<file path="src/rtl/global_if.sv">
// Global control bundle shared by the LED controller blocks.
// Carries the async reset and the low-power freeze request.
interface global_if;
  logic reset;
  logic sleep;

  modport src (
    output reset,
    output sleep
  );

  modport sink (
    input reset,
    input sleep
  );
endinterface

</file>
<file path="src/rtl/multichannel_clock_divider.sv">
// N-channel programmable clock divider with per-channel duty,
// boundary-only reconfiguration, phase sync and sleep freeze.
module multichannel_clock_divider #(
  parameter int CHANNELS = 4,
  parameter int WIDTH    = 8
) (
  input  logic                               clk_in,
  global_if.sink                             glb,
  input  logic [CHANNELS-1:0]                enable,
  input  logic [CHANNELS-1:0][WIDTH-1:0]     divisor,
  input  logic [CHANNELS-1:0][WIDTH-1:0]     duty,
  input  logic                               sync_strobe,
  output logic [CHANNELS-1:0]                clk_out,
  output logic [CHANNELS-1:0]                period_done
);

  localparam logic [WIDTH-1:0] ZERO = '0;
  localparam logic [WIDTH-1:0] ONE  = WIDTH'(1);
  localparam logic [WIDTH-1:0] TWO  = WIDTH'(2);

  logic rst;
  logic sleep;

  assign rst   = glb.reset;
  assign sleep = glb.sleep;

  logic [CHANNELS-1:0][WIDTH-1:0] cnt_q, cnt_d;
  logic [CHANNELS-1:0][WIDTH-1:0] pa_q, pa_d;
  logic [CHANNELS-1:0][WIDTH-1:0] ha_q, ha_d;
  logic [CHANNELS-1:0]            act_q, act_d;
  logic [CHANNELS-1:0]            clk_q, clk_d;
  logic [CHANNELS-1:0]            pd_q, pd_d;

  function automatic logic [WIDTH-1:0] heff(
    input logic [WIDTH-1:0] p,
    input logic [WIDTH-1:0] h
  );
    return (h < p) ? h : p;
  endfunction

  // act_q marks a channel that has loaded a runnable period;
  // a channel that is not active reloads before its first cnt=0.
  always_comb begin
    for (int c = 0; c < CHANNELS; c++) begin
      cnt_d[c] = cnt_q[c];
      pa_d[c]  = pa_q[c];
      ha_d[c]  = ha_q[c];
      act_d[c] = act_q[c];
      clk_d[c] = 1'b0;
      pd_d[c]  = 1'b0;

      if (!enable[c]) begin
        cnt_d[c] = ZERO;
        pa_d[c]  = divisor[c];
        ha_d[c]  = duty[c];
        act_d[c] = 1'b0;
      end else if (sync_strobe ||
                   (!sleep &&
                    (!act_q[c] ||
                     cnt_q[c] == pa_q[c] - ONE))) begin
        cnt_d[c] = ZERO;
        pa_d[c]  = divisor[c];
        ha_d[c]  = duty[c];
        act_d[c] = divisor[c] >= TWO;
        clk_d[c] = act_d[c] && !sleep &&
                   (ZERO < heff(divisor[c], duty[c]));
      end else if (sleep) begin
        cnt_d[c] = cnt_q[c];
      end else begin
        cnt_d[c] = cnt_q[c] + ONE;
        clk_d[c] = cnt_d[c] < heff(pa_q[c], ha_q[c]);
        pd_d[c]  = cnt_d[c] == pa_q[c] - ONE;
      end
    end
  end

  always_ff @(posedge clk_in or posedge rst) begin
    if (rst) begin
      cnt_q <= '0;
      pa_q  <= '0;
      ha_q  <= '0;
      act_q <= '0;
      clk_q <= '0;
      pd_q  <= '0;
    end else begin
      cnt_q <= cnt_d;
      pa_q  <= pa_d;
      ha_q  <= ha_d;
      act_q <= act_d;
      clk_q <= clk_d;
      pd_q  <= pd_d;
    end
  end

  assign clk_out     = clk_q;
  assign period_done = pd_q;

endmodule
</file>
<file path="src/flat_wrapper.sv">
// flat-port wrapper written by rule: the top's interface ports become plain ports
module multichannel_clock_divider_flat 
#(
  parameter int CHANNELS = 4,
  parameter int WIDTH    = 8
)
  (clk_in, enable, divisor, duty, sync_strobe, clk_out, period_done, glb_reset, glb_sleep);
  global_if glb_i ();
  input  logic clk_in;
  input  logic [CHANNELS-1:0] enable;
  input  logic [CHANNELS-1:0][WIDTH-1:0] divisor;
  input  logic [CHANNELS-1:0][WIDTH-1:0] duty;
  input  logic sync_strobe;
  output logic [CHANNELS-1:0] clk_out;
  output logic [CHANNELS-1:0] period_done;
  input wire logic [$bits(glb_i.reset)-1:0] glb_reset;
  input wire logic [$bits(glb_i.sleep)-1:0] glb_sleep;
  assign glb_i.reset = glb_reset;
  assign glb_i.sleep = glb_sleep;
  multichannel_clock_divider #(.CHANNELS(CHANNELS), .WIDTH(WIDTH)) u_core (.clk_in(clk_in), .glb(glb_i), .enable(enable), .divisor(divisor), .duty(duty), .sync_strobe(sync_strobe), .clk_out(clk_out), .period_done(period_done));
endmodule
</file>
<file path="config.mk">
export PLATFORM = sky130hd
export DESIGN_NAME = multichannel_clock_divider_flat
export DESIGN_NICKNAME = d
export VERILOG_FILES = /design/src/rtl/global_if.sv /design/src/rtl/multichannel_clock_divider.sv /design/src/flat_wrapper.sv
export SDC_FILE = /design/constraint.sdc
export NUM_CORES = 1
export LEC_CHECK = 0
export ABC_AREA = 1
export CAP_MARGIN = 20
export CORE_MARGIN = 5
export CORE_UTILIZATION = 50
export CTS_BUF_LIST = sky130_fd_sc_hd__clkbuf_16
export CTS_CLUSTER_SIZE = 40
export DETAILED_ROUTE_END_ITERATION = 7
export PLACE_DENSITY_LB_ADDON = 0.08
export SYNTH_ARGS = -nofsm -noshare
export SYNTH_HDL_FRONTEND = slang
export SYNTH_SLANG_ARGS = --single-unit
</file>
<file path="constraint.sdc">
create_clock -name clk_in -period 7.9 [get_ports clk_in]
set_input_delay 1.58 -clock clk_in [delete_from_list [all_inputs] [get_ports clk_in]]
set_output_delay 1.58 -clock clk_in [all_outputs]
set_load 0.05 [all_outputs]
</file>
### Yosys cells after proc, flatten, opt, wreduce, memory -nomap -nowiden

Cells that the tools add are included.

| storage, ports and cells | value |
|---|---|
| output and inout port bits | 8 |
| register bits after elaboration | 108 |
| logic and storage cells | 155 |
| bits of input ports | 72 |

| cells by class | value |
|---|---|
| reductions and logical operators | 25 |
| order comparisons | 20 |
| equal/unequal tests | 16 |
| $add $sub $neg | 8 |
| mux-type cells | 68 |

Operator list:

| kind | number |
|---|---|
| $mux 8 | 36 |
| $lt 8x8->1 | 12 |
| $eq 8x8->1 | 8 |
| $add 8x1->8 const B | 4 |
| $ge 8x2->1 const B | 4 |
| $lt 1x8->1 const A | 4 |
| $mux 1 | 32 |
| $sub 8x1->8 const B | 4 |
| $logic_and 1x1->1 | 12 |
| $ne 3x2->1 const B | 4 |
| $logic_or 1x1->1 | 8 |
| $ne 2x1->1 const B | 4 |
| $logic_not 1->1 | 5 |

### Depth between registers and ports, before layout

Gate-level depths: netlist (run 1).

| logic depth | value |
|---|---|
| depth in word-level cells | 7 |
| gate-level depth with buffers | 18 |
| gate-level depth less buffers | 18 |

### Least setup slack after synthesis (run 1)

OpenSTA, ideal clock, no wires.

| timing | value |
|---|---|
| path kind | input-to-reg |
| start | input port glb_sleep |
| end | register u_core.cnt_q[10] in the netlist's numbering |
| data arrival time | 2.655 ns |
| setup slack | 5.099 ns |
| path buffers | 3 |
| stages | 4 |
| setup time | 0.146 ns |
| required time | 7.754 ns |
| cells stage by stage | clkbuf_1 -> clkbuf_1 -> clkbuf_1 -> a211oi_2 |

| between the ends | value |
|---|---|
| word-level cells in the longest chain between the ends | 5 |
| elaborated cells on any way between the ends | 6 |
| classes of those cells | eq/ne: 1; mux: 2; reduce/logical: 3 |

RTL lines:

| element | RTL line | source |
|---|---|---|
| start: declaration | flat_wrapper.sv:17 | `input wire logic [$bits(glb_i.sleep)-1:0] glb_sleep;` |
| $logic_not 1->1 | multichannel_clock_divider.sv:58 | `(!sleep &&` |
| $logic_and 1x1->1 | multichannel_clock_divider.sv:58 |  |
| $logic_or 1x1->1 | multichannel_clock_divider.sv:57 | `end else if (sync_strobe \|\|` |
| $mux 8 | multichannel_clock_divider.sv:57 |  |
| $mux 8 | multichannel_clock_divider.sv:52 | `if (!enable[c]) begin` |
| end signal: assignment | multichannel_clock_divider.sv:86 | `cnt_q <= cnt_d;` |
| end: declaration | multichannel_clock_divider.sv:27 | `logic [CHANNELS-1:0][WIDTH-1:0] cnt_q, cnt_d;` |

Parallel ways exist; a longest one is shown, timed or not.
A chain may end at the register's enable or synchronous reset.

### Worst setup path after layout (run 1)

| timing | value |
|---|---|
| start | input port glb_sleep |
| end | register u_core.ha_q[5] in the netlist's numbering |

| between the ends | value |
|---|---|
| word-level cells in the longest chain between the ends | 4 |

RTL lines:

| element | RTL line | source |
|---|---|---|
| $logic_not 1->1 | multichannel_clock_divider.sv:58 |  |
| $logic_and 1x1->1 | multichannel_clock_divider.sv:58 |  |
| $logic_or 1x1->1 | multichannel_clock_divider.sv:57 |  |
| $ne 2x1->1 (no source line) | n/a |  |
| end signal: assignment | multichannel_clock_divider.sv:81 | `ha_q <= '0;` |
| end signal: assignment | multichannel_clock_divider.sv:88 | `ha_q <= ha_d;` |
| end: declaration | multichannel_clock_divider.sv:29 | `logic [CHANNELS-1:0][WIDTH-1:0] ha_q, ha_d;` |

No other way between the ends.

==> flow_metrics.py, run 1 <==
metrics = {
    "yosys": {
        "synth_seq_area_share_pct": 30.4,
        "syn_area_per_cell_um2": 7.25,
        "synth_cell_types": 38,
        "synth_ff_type": "dfrtp_1",
        "synthCells": 1227,
        "ys_warn_count": 0,
        "syn_area_um2": 8900,
        "synth_seq_cells": 108,
        "syn-num-nets": 1391,
        "synth_edf_count": 0,
        "postSynth.asyncResetShare_pct": 100,
    },
    "die": {
        "start_util_pct": 51.3,
        "row_count": 48,
        "core_area_um2": 17400,
        "die-area_um2": 20600,
        "io_pins": 80,
        "die_h_um": 143,
        "die_w_um": 143,
    },
    "detailed_routing": {
        "wl_met3_um": 619,
        "drt_iter0_markers": 370,
        "wire_per_inst_um": 13.2,
        "dr_total_vias": 7752,
        "top_layer": "met4",
        "wl_met1_um": 9760,
        "drt-pass1-iter-count": 5,
        "routed_wl_um": 20100,
        "ant_nets": 0,
        "via_per_inst": 5.10,
        "drc": 0,
        "wl_met2_um": 9360,
    },
    "finish": {
        "drive_above_1_share_pct": 5.87,
        "register_area_um2": 2700,
        "diodes": 0,
        "fillers": 1641,
        "area_growth_pct": 13.7,
        "final_nets": 1454,
        "multi_input_area_um2": 5340,
    },
    "sta": {
        "max_freq_mhz": 290,
        "worst_pin_slew_ns": 0.802,
        "finalSetupTns_ns": 0,
        "fin_crit_ns": 3.44,
        "setup_viol": 0,
        "grt_setup_unrepaired": "false",
        "hold_viol_final": 0,
        "timing.hold.ws_ns": 0.514,
        "skew_ns": 0.0109,
        "period_share_pct": 43.6,
        "max_slew_margin_pct": 46.5,
        "maxSlewViolCount": 0,
    },
    "global_routing": {
        "grt_max_degree": 64,
        "grt_use_total_pct": 20.2,
        "grt_pass1_wl_um": 34300,
        "grt_pass1_vias": 7486,
        "antenna_found_initial": 0,
        "grt-ovfl-total": 0,
    },
    "placement": {
        "routabilityCongestion": 0.881,
        "port_buffers": 79,
        "hpwlAfterDp_um": 15800,
    },
    "clock_tree": {
        "cts_tree": "yes",
        "cts_buffers": 9,
        "htreeDepth": 3,
        "cts_num_sinks": 108,
        "clk_latency_ns": 0.35,
        "clock_tree.root_cell": "clkbuf_16",
        "cts_resized": 0,
        "cts-hold-fix-buffers": 0,
        "cts.clk_slew.worst_paths_ns": 0.08,
        "cts_buffer_depth": 2,
        "post_cts_buffers": 0,
    },
    "run_status": {
        "status": "complete, no violations",
    },
    "worst_setup_path": {
        "path_max_fanout": 30,
        "reg2reg_slack_ns": 4.87,
        "required_ns": 8.12,
        "crit_type": "input port to flop",
        "endpoint_kind": "flop",
        "crit_path_start": "glb_sleep",
        "worst_r2r_endpoint": "u_core.clk_out[3]",
        "worstSetupEndpoint": "u_core.ha_q[5]",
        "rr_worst_depth": 14,
        "arrival_ns": 3.66,
        "r2r_start": "u_core.pa_q[31]",
        "startpoint_type": "input port",
    },
    "min_path": {
        "min_path_type": "flop to flop",
    },
    "pwr": {
        "seqPwrFrac_pct": 39.5,
        "swShare_pct": 33.5,
        "powerDensity_nw_per_um2": 156,
        "p_switching_uw": 528,
        "leakage_nw": 5.22,
        "power_frac_comb_pct": 29.3,
        "intPower_mw": 1.05,
        "peakVddDrop_mv": 0.0929,
        "pwr-share-clk_pct": 31.3,
    },
    "flow_run": {
        "drv_cap": 0,
    },
}
-- cell families (layout without fill, tap and decap cells) --
| family | after synthesis | count (layout) | synth area share [%] |
|---|---|---|---|
| simple gates | 556 | 556 | 26.2 |
| xor+xnor | 62 | 62 | 6.73 |
| buf+inv | 208 | 276 | 9.60 |
| compound gates | 201 | 201 | 14.1 |
| flops | 108 | 108 | 30.4 |
| fa+ha+maj | 92 | 92 | 12.9 |
-- area by class of cell --
cell class / count / share of cell area (%)
well taps: 225 / 2.78
clock inverters: 7 / 0.903
repair buffers: 81 / 7.91
clock buffers: 9 / 2.23
multi-input cells: 911 / 52.8
inverters: 179 / 6.66
flip-flops and latches: 108 / 26.7
-- metrics by stage --
stage / total power [mW] / instance area (um2) / utilization, % / cells / setup WS, ns
2_1_floorplan: 0.968 / 8900 / - / 1227 / 3.47
3_3_place_gp: 1.09 / 9800 / 56.5 / 1504 / 4.14
3_5_place_dp: 1.10 / 9800 / 56.5 / 1504 / 4.06
4_1_cts: 1.59 / 10100 / 58.3 / 1520 / 4.44
5_1_grt: 1.69 / 10100 / 58.3 / 1520 / 4.11
6_report: 1.58 / 10100 / 58.3 / 1520 / 4.46
-- placed cells by master (no fill, tap or decap), drive strengths merged --
| master | n |
|---|---|
| a211o | 4 |
| a211oi | 22 |
| a21o | 3 |
| a21oi | 43 |
| a31o | 5 |
| a41oi | 4 |
| buf | 3 |
| bufinv | 2 |
| clkbuf | 9 |
| clkdlybuf4s50 | 78 |
| clkinv | 3 |
| clkinvlp | 1 |
| dfrtp | 108 |
| ha | 92 |
| inv | 180 |
| nand2 | 353 |
| nand3 | 66 |
| nand3b | 5 |
| nand4 | 16 |
| nor2 | 95 |
| nor3 | 6 |
| nor4 | 11 |
| o2111ai | 2 |
| o211ai | 2 |
| o21a | 5 |
| o21ai | 111 |
| or2 | 4 |
| xnor2 | 15 |
| xnor3 | 3 |
| xor2 | 44 |
-- sequential cells by signal (all words and copies together) (netlist names) --
name,count
u_core.act_q,4
u_core.clk_out,4
u_core.ha_q,32
u_core.cnt_q,32
u_core.period_done,4
u_core.pa_q,32
-- synthesized netlist by cell type (8+ instances only) --
cell type  number  area share, %
a211oi_2       22            3.1
buf_6           8            1.0
inv_1         172            7.3
xnor2_1        15            1.5
dfrtp_1       108             30
nand2_1       349             15
nor4_1         11           0.77
o21ai_0       109            6.1
xor2_1         42            4.1
nor2_1         88            3.7
ha_1           92             13
a21oi_1        43            2.4
nand4_1        16            1.1
clkbuf_1       16           0.67
nand3_1        60            3.4
-- worst max-delay path, stage by stage --
cell	delay, ns
buf_2	0.09
clkinv_1	0.50
nand2_1	0.30
nand3_2	0.52
inv_1	0.53
o21ai_0	0.12
-- worst min path at each step --
| stage | slack (ns) | to | from | cells after the start |
|---|---|---|---|---|
| 6_report | 0.51 | u_core.act_q[2] | u_core.act_q[2] | 2 |
| 5_1_grt | 0.54 | u_core.act_q[1] | u_core.act_q[1] | 2 |
| 4_1_cts | 0.52 | u_core.act_q[2] | u_core.act_q[2] | 2 |
| 3_5_place_dp | 0.50 | u_core.act_q[2] | u_core.act_q[2] | 2 |
| 3_3_place_gp | 0.50 | u_core.act_q[2] | u_core.act_q[2] | 2 |
| 2_1_floorplan | 0.45 | u_core.act_q[0] | u_core.act_q[0] | 2 |
-- power by group through the flow --
stage	registers [mW]	logic (mW)	clock network, mW
2_1_floorplan	0.631	0.337	0
3_3_place_gp	0.634	0.452	0
3_5_place_dp	0.634	0.463	0
4_1_cts	0.623	0.466	0.503
5_1_grt	0.629	0.535	0.526
6_report	0.623	0.462	0.493
-- layer usage --
| layer | global-route usage (%) | up-vias |
|---|---|---|
| met5 | 0 | - |
| met4 | 5.80 | 0 |
| met3 | 2.33 | 25 |
| met2 | 33.9 | 119 |
| met1 | 27.6 | 3504 |
| li1 | - | 4104 |
Note: power is estimated with default switching activity, not from simulation.
==> inputs of run 2 (changes only) <==
Clock period 7.9 ns to 3 ns, I/O delays scaled along.
==> run 2 against run 1 <==
Against the previous run: die area did not move; sequential share of layout area decreased by 0.30 points; largest cell class unchanged; utilization grew 0.66 points; design area up 1.1%; register-to-register slack got worse by 4.6 ns; critical path depth is 6 higher.
==> flow_metrics.py, run 2 (synthesis gave the netlist of run 1 again) <==
metrics = {
    "sta": {
        "max_slew_margin_pct": 61.0,
        "finalSetupTns_ns": 0,
        "grt_setup_unrepaired": "false",
        "hold_viol_final": 0,
        "worst_pin_slew_ns": 0.583,
        "fin_crit_ns": 2.78,
        "period_share_pct": 92.6,
        "fin_ws_ns": 0.222,
        "setup_viol": 0,
        "max_freq_mhz": 360,
        "skew_ns": 0.00922,
        "maxSlewViolCount": 0,
    },
    "worst_setup_path": {
        "crit_type": "flop to flop",
        "arrival_ns": 3.06,
        "rr_worst_depth": 12,
        "reg2reg_slack_ns": 0.22,
        "critical_path.max_stage_delay_ns": 0.40,
        "startpoint_type": "flop",
        "endpoint_kind": "flop",
        "critical_path.cell_chain": "inv_1 > ha_1 > a21oi_1 > o21a_1 > nand2_1 > o21ai_0 > ha_1 > a211o_1 > a31o_2 > a41oi_1 > nand2_1 > a21oi_1",
        "cpMaxStageDelayCell": "dfrtp_1",
        "r2r_start": "u_core.pa_q[21]",
        "worst_r2r_endpoint": "u_core.clk_out[2]",
        "path_max_fanout": 6,
        "required_ns": 3.28,
    },
    "clock_tree": {
        "clk_latency_ns": 0.36,
        "cts-hold-fix-buffers": 0,
        "cts_tree": "yes",
        "cts_buffer_depth": 2,
        "clock_tree.root_cell": "clkbuf_16",
        "cts.clk_slew.worst_paths_ns": 0.08,
        "cts_buffers": 9,
        "htreeDepth": 3,
        "cts_num_sinks": 108,
    },
    "die": {
        "die_h_um": 143,
        "io_pins": 80,
        "die-area_um2": 20600,
        "core_area_um2": 17400,
        "die_w_um": 143,
        "row_count": 48,
        "start_util_pct": 51.3,
    },
    "flow_run": {
        "drv_cap": 0,
    },
    "global_routing": {
        "grt_pass1_vias": 7660,
        "grt_pass1_wl_um": 35300,
        "antenna_found_initial": 0,
        "grt_use_total_pct": 20.8,
        "grt_max_degree": 60,
        "grt-ovfl-total": 0,
    },
    "min_path": {
        "min_path_type": "flop to flop",
        "min_from": "u_core.act_q[0]",
        "hold_depth": 2,
        "hold_end": "u_core.act_q[0]",
    },
    "placement": {
        "routabilityCongestion": 0.841,
        "port_buffers": 79,
        "post-place-ws_ns": 0.211,
        "dpl_cell_area_um2": 9940,
        "hpwlAfterDp_um": 16500,
    },
    "finish": {
        "layout_commonest_cell": "nand2_1",
        "final_cell_mix": "nand2_1 (349), inv_1 (171), o21ai_0 (108), dfrtp_1 (108), ha_1 (92)",
        "area_growth_pct": 15.0,
        "drive_above_1_share_pct": 7.02,
        "diodes": 0,
        "fillers": 1686,
        "stdcell_area_um2": 10200,
        "final_util_pct": 59.0,
        "reg_top3": "u_core.cnt_q x32, u_core.ha_q x32, u_core.pa_q x32",
        "final_nets": 1469,
    },
    "pwr": {
        "finalPower_mw": 4.11,
        "peakVddDrop_mv": 0.300,
        "powerDensity_nw_per_um2": 401,
        "leakage_nw": 5.28,
    },
    "detailed_routing": {
        "drc": 0,
        "routed_wl_um": 20700,
        "via_per_inst": 5.13,
        "wire_per_inst_um": 13.5,
        "drt_iter0_markers": 340,
        "dr_total_vias": 7871,
        "drt-pass1-iter-count": 7,
        "ant_nets": 0,
    },
    "run_status": {
        "status": "complete, no violations",
    },
}
-- run 2: critical path: cells and delay by family, from the launching register on --
kind	cells	cell delay, ns
compound gates	7	1.30
fa+ha+maj	2	0.58
flops	1	0.40
simple gates	2	0.22
buf+inv	1	0.18
-- run 2: area by class of cell --
cell class,instances,area (um2),share of cell area [%]
clock buffers,9,225,2.20
repair buffers,96,938,9.17
flip-flops and latches,108,2700,26.4
well taps,225,282,2.75
inverters,179,676,6.60
multi-input cells,911,5340,52.2
clock inverters,7,67.6,0.660
-- run 2: worst max-delay path by stage --
stage	to	from	cells past startpoint
2_1_floorplan	u_core.clk_out[3]	u_core.pa_q[27]	16
6_report	u_core.clk_out[2]	u_core.pa_q[21]	12
3_3_place_gp	u_core.clk_out[2]	u_core.pa_q[21]	12
4_1_cts	u_core.clk_out[2]	u_core.pa_q[21]	12
5_1_grt	u_core.clk_out[1]	u_core.pa_q[15]	13
3_5_place_dp	u_core.clk_out[2]	u_core.pa_q[21]	12
-- run 2: timing repair --
item                       CTS  global route
resized for setup            0             1
setup endpoints to repair    0             1
hold endpoints to repair     0             0
buffers inserted             0             0
-- run 2: through the flow --
| stage | hold slack [ns] | instances |
|---|---|---|
| after floorplan | 0.453 | 1227 |
| after global placement | 0.471 | 1519 |
| after detailed placement | 0.474 | 1519 |
| after CTS | 0.491 | 1535 |
| after global routing | 0.514 | 1535 |
| final | 0.492 | 1535 |
-- run 2: power by group --
part / leakage [nW] / switching, mW / internal (mW)
Sequential: 1.35 / 0.0892 / 1.55
Combinational: 3.78 / 0.745 / 0.509
Clock: 0.139 / 0.569 / 0.644
-- run 2: metal layers --
| layer | GRT usage, % | routed length, um |
|---|---|---|
| met1 | 27.6 | 9980 |
| met2 | 35.7 | 9740 |
| met3 | 2.70 | 605 |
| met4 | 5.90 | 355 |
| met5 | 0 | 0 |
==> inputs of run 3 (changes only) <==
Settings changed: CELL_PAD_IN_SITES_DETAIL_PLACEMENT set to 0, CELL_PAD_IN_SITES_GLOBAL_PLACEMENT set to 1, CORE_UTILIZATION 50 to 39.
==> run 3 against run 2 <==
Against the previous run: clock skew up 0.00070 ns; maximum frequency up 1.2%; non-clock buffer count up 4; hold slack better by 0.0025 ns; critical path depth unchanged; sequential power about the same; power up 1.5%; largest power group unchanged.
==> flow_metrics.py, run 3 (synthesis gave the netlist of run 1 again) <==
metrics = {
    "die": {
        "die_h_um": 161,
        "row_count": 55,
        "die_w_um": 161,
        "core_area_um2": 22600,
        "die-area_um2": 25900,
        "start_util_pct": 39.4,
        "io_pins": 80,
    },
    "worst_setup_path": {
        "endpoint_kind": "flop",
        "required_ns": 3.29,
        "startpoint_type": "flop",
        "crit_type": "flop to flop",
        "cpMaxStageDelayCell": "dfrtp_1",
        "arrival_ns": 3.03,
        "critical_path.cell_chain": "inv_1 > ha_1 > a21oi_1 > o21a_1 > nand2_1 > o21ai_0 > ha_1 > a211o_1 > a31o_2 > a41oi_1 > nand2_1 > a21oi_1",
        "critical_path.max_stage_delay_ns": 0.41,
        "path_max_fanout": 6,
    },
    "sta": {
        "period_share_pct": 91.5,
        "worst_pin_slew_ns": 0.545,
        "maxSlewViolCount": 0,
        "hold_viol_final": 0,
        "fin_crit_ns": 2.74,
        "timing.hold.ws_ns": 0.494,
        "fin_ws_ns": 0.255,
        "setup_viol": 0,
        "max_slew_margin_pct": 63.6,
        "max_freq_mhz": 364,
        "grt_setup_unrepaired": "false",
        "skew_ns": 0.00992,
        "finalSetupTns_ns": 0,
    },
    "detailed_routing": {
        "wl_met3_um": 480,
        "drt_iter0_markers": 351,
        "via_per_inst": 4.82,
        "ant_nets": 0,
        "wl_met1_um": 11300,
        "top_layer": "met4",
        "drt-pass1-iter-count": 4,
        "dr_total_vias": 7701,
        "wire_per_inst_um": 14.0,
        "drc": 0,
        "routed_wl_um": 22400,
        "wl_met2_um": 10500,
    },
    "finish": {
        "area_growth_pct": 16.3,
        "stdcell_area_um2": 10300,
        "final_util_pct": 45.8,
        "fin_cells": 1599,
        "layout_commonest_cell": "nand2_1",
        "diodes": 0,
        "drive_above_1_share_pct": 7.31,
        "final_nets": 1473,
        "final_cell_mix": "nand2_1 (349), inv_1 (171), o21ai_0 (109)",
        "reg_top3": "u_core.cnt_q x32, u_core.ha_q x32, u_core.pa_q x32",
    },
    "global_routing": {
        "grt-ovfl-total": 0,
        "grt_pass1_vias": 7767,
        "grt_max_degree": 62,
        "grt_use_total_pct": 17.7,
        "grt_pass1_wl_um": 38100,
        "antenna_found_initial": 0,
    },
    "clock_tree": {
        "cts_tree": "yes",
        "htreeDepth": 3,
        "post_cts_buffers": 0,
        "clk_latency_ns": 0.36,
        "clock_tree.root_cell": "clkbuf_16",
        "cts.clk_slew.worst_paths_ns": 0.08,
        "cts_num_sinks": 108,
        "cts_resized": 0,
        "cts_buffers": 9,
        "cts_buffer_depth": 2,
        "cts-hold-fix-buffers": 0,
    },
    "placement": {
        "hpwlAfterDp_um": 17800,
        "routabilityCongestion": 0.789,
        "post-place-ws_ns": 0.256,
        "place_inst": 1583,
        "port_buffers": 79,
        "dpl_cell_area_um2": 10000,
    },
    "pwr": {
        "powerDensity_nw_per_um2": 403,
        "peakVddDrop_mv": 0.238,
        "leakage_nw": 5.30,
        "finalPower_mw": 4.17,
    },
    "run_status": {
        "status": "complete, no violations",
    },
    "flow_run": {
        "drv_cap": 0,
    },
    "min_path": {
        "min_path_type": "flop to flop",
    },
}
run 3: cell types whose count changed in the layout (fill, tap and decap cells not counted):
cell | previous run | this run
buf_4 | 15 | 19
clkinv_2 | 2 | 1
clkinvlp_4 | 3 | 2
inv_6 | 0 | 1
inv_8 | 0 | 1
o21ai_0 | 108 | 109
o21ai_1 | 2 | 1
run 3: path summary, 6_finish.rpt:
check                           cells after the start  slack [ns]            start               endpoint
min in group asynchronous                           2        0.63        glb_reset  u_core.period_done[3]
worst max-delay path                               12        0.26  u_core.pa_q[21]      u_core.clk_out[2]
worst max register to register                     12        0.26  u_core.pa_q[21]      u_core.clk_out[2]
worst min-delay path                                2        0.49  u_core.act_q[0]        u_core.act_q[0]
worst min register to register                      2        0.49  u_core.act_q[0]        u_core.act_q[0]
max in group asynchronous                           3        1.73        glb_reset      u_core.clk_out[0]
run 3: layout make-up:
class | count | area, um2
Fill cell | 2374 | 12200
Multi-Input combinational cell | 911 | 5340
Sequential cell | 108 | 2700
Timing Repair Buffer | 100 | 968
Inverter | 179 | 676
Tap cell | 285 | 357
Clock buffer | 9 | 225
Clock inverter | 7 | 75.1
run 3: worst max-delay path, delay by kind of cell, from the launching register on:
kind,cells,cell delay (ns)
buffers and inverters,1,0.19
adder cells (fa/ha/maj),2,0.58
AO/OA/AOI/OAI,7,1.27
AND/OR/NAND/NOR,2,0.23
flip-flops,1,0.41
run 3: report_power, final:
| group | internal (mW) | total [mW] | switching, mW |
|---|---|---|---|
| clock | 0.656 | 1.27 | 0.609 |
| combinational | 0.511 | 1.27 | 0.755 |
| sequential | 1.55 | 1.64 | 0.0881 |
| total | 2.72 | 4.17 | 1.45 |
run 3: metal layers:
metal | vias up | global-route usage, %
met5 | - | 0
met4 | 0 | 2.75
met3 | 9 | 2.17
met2 | 72 | 30.3
met1 | 3474 | 24.5
li1 | 4146 | -
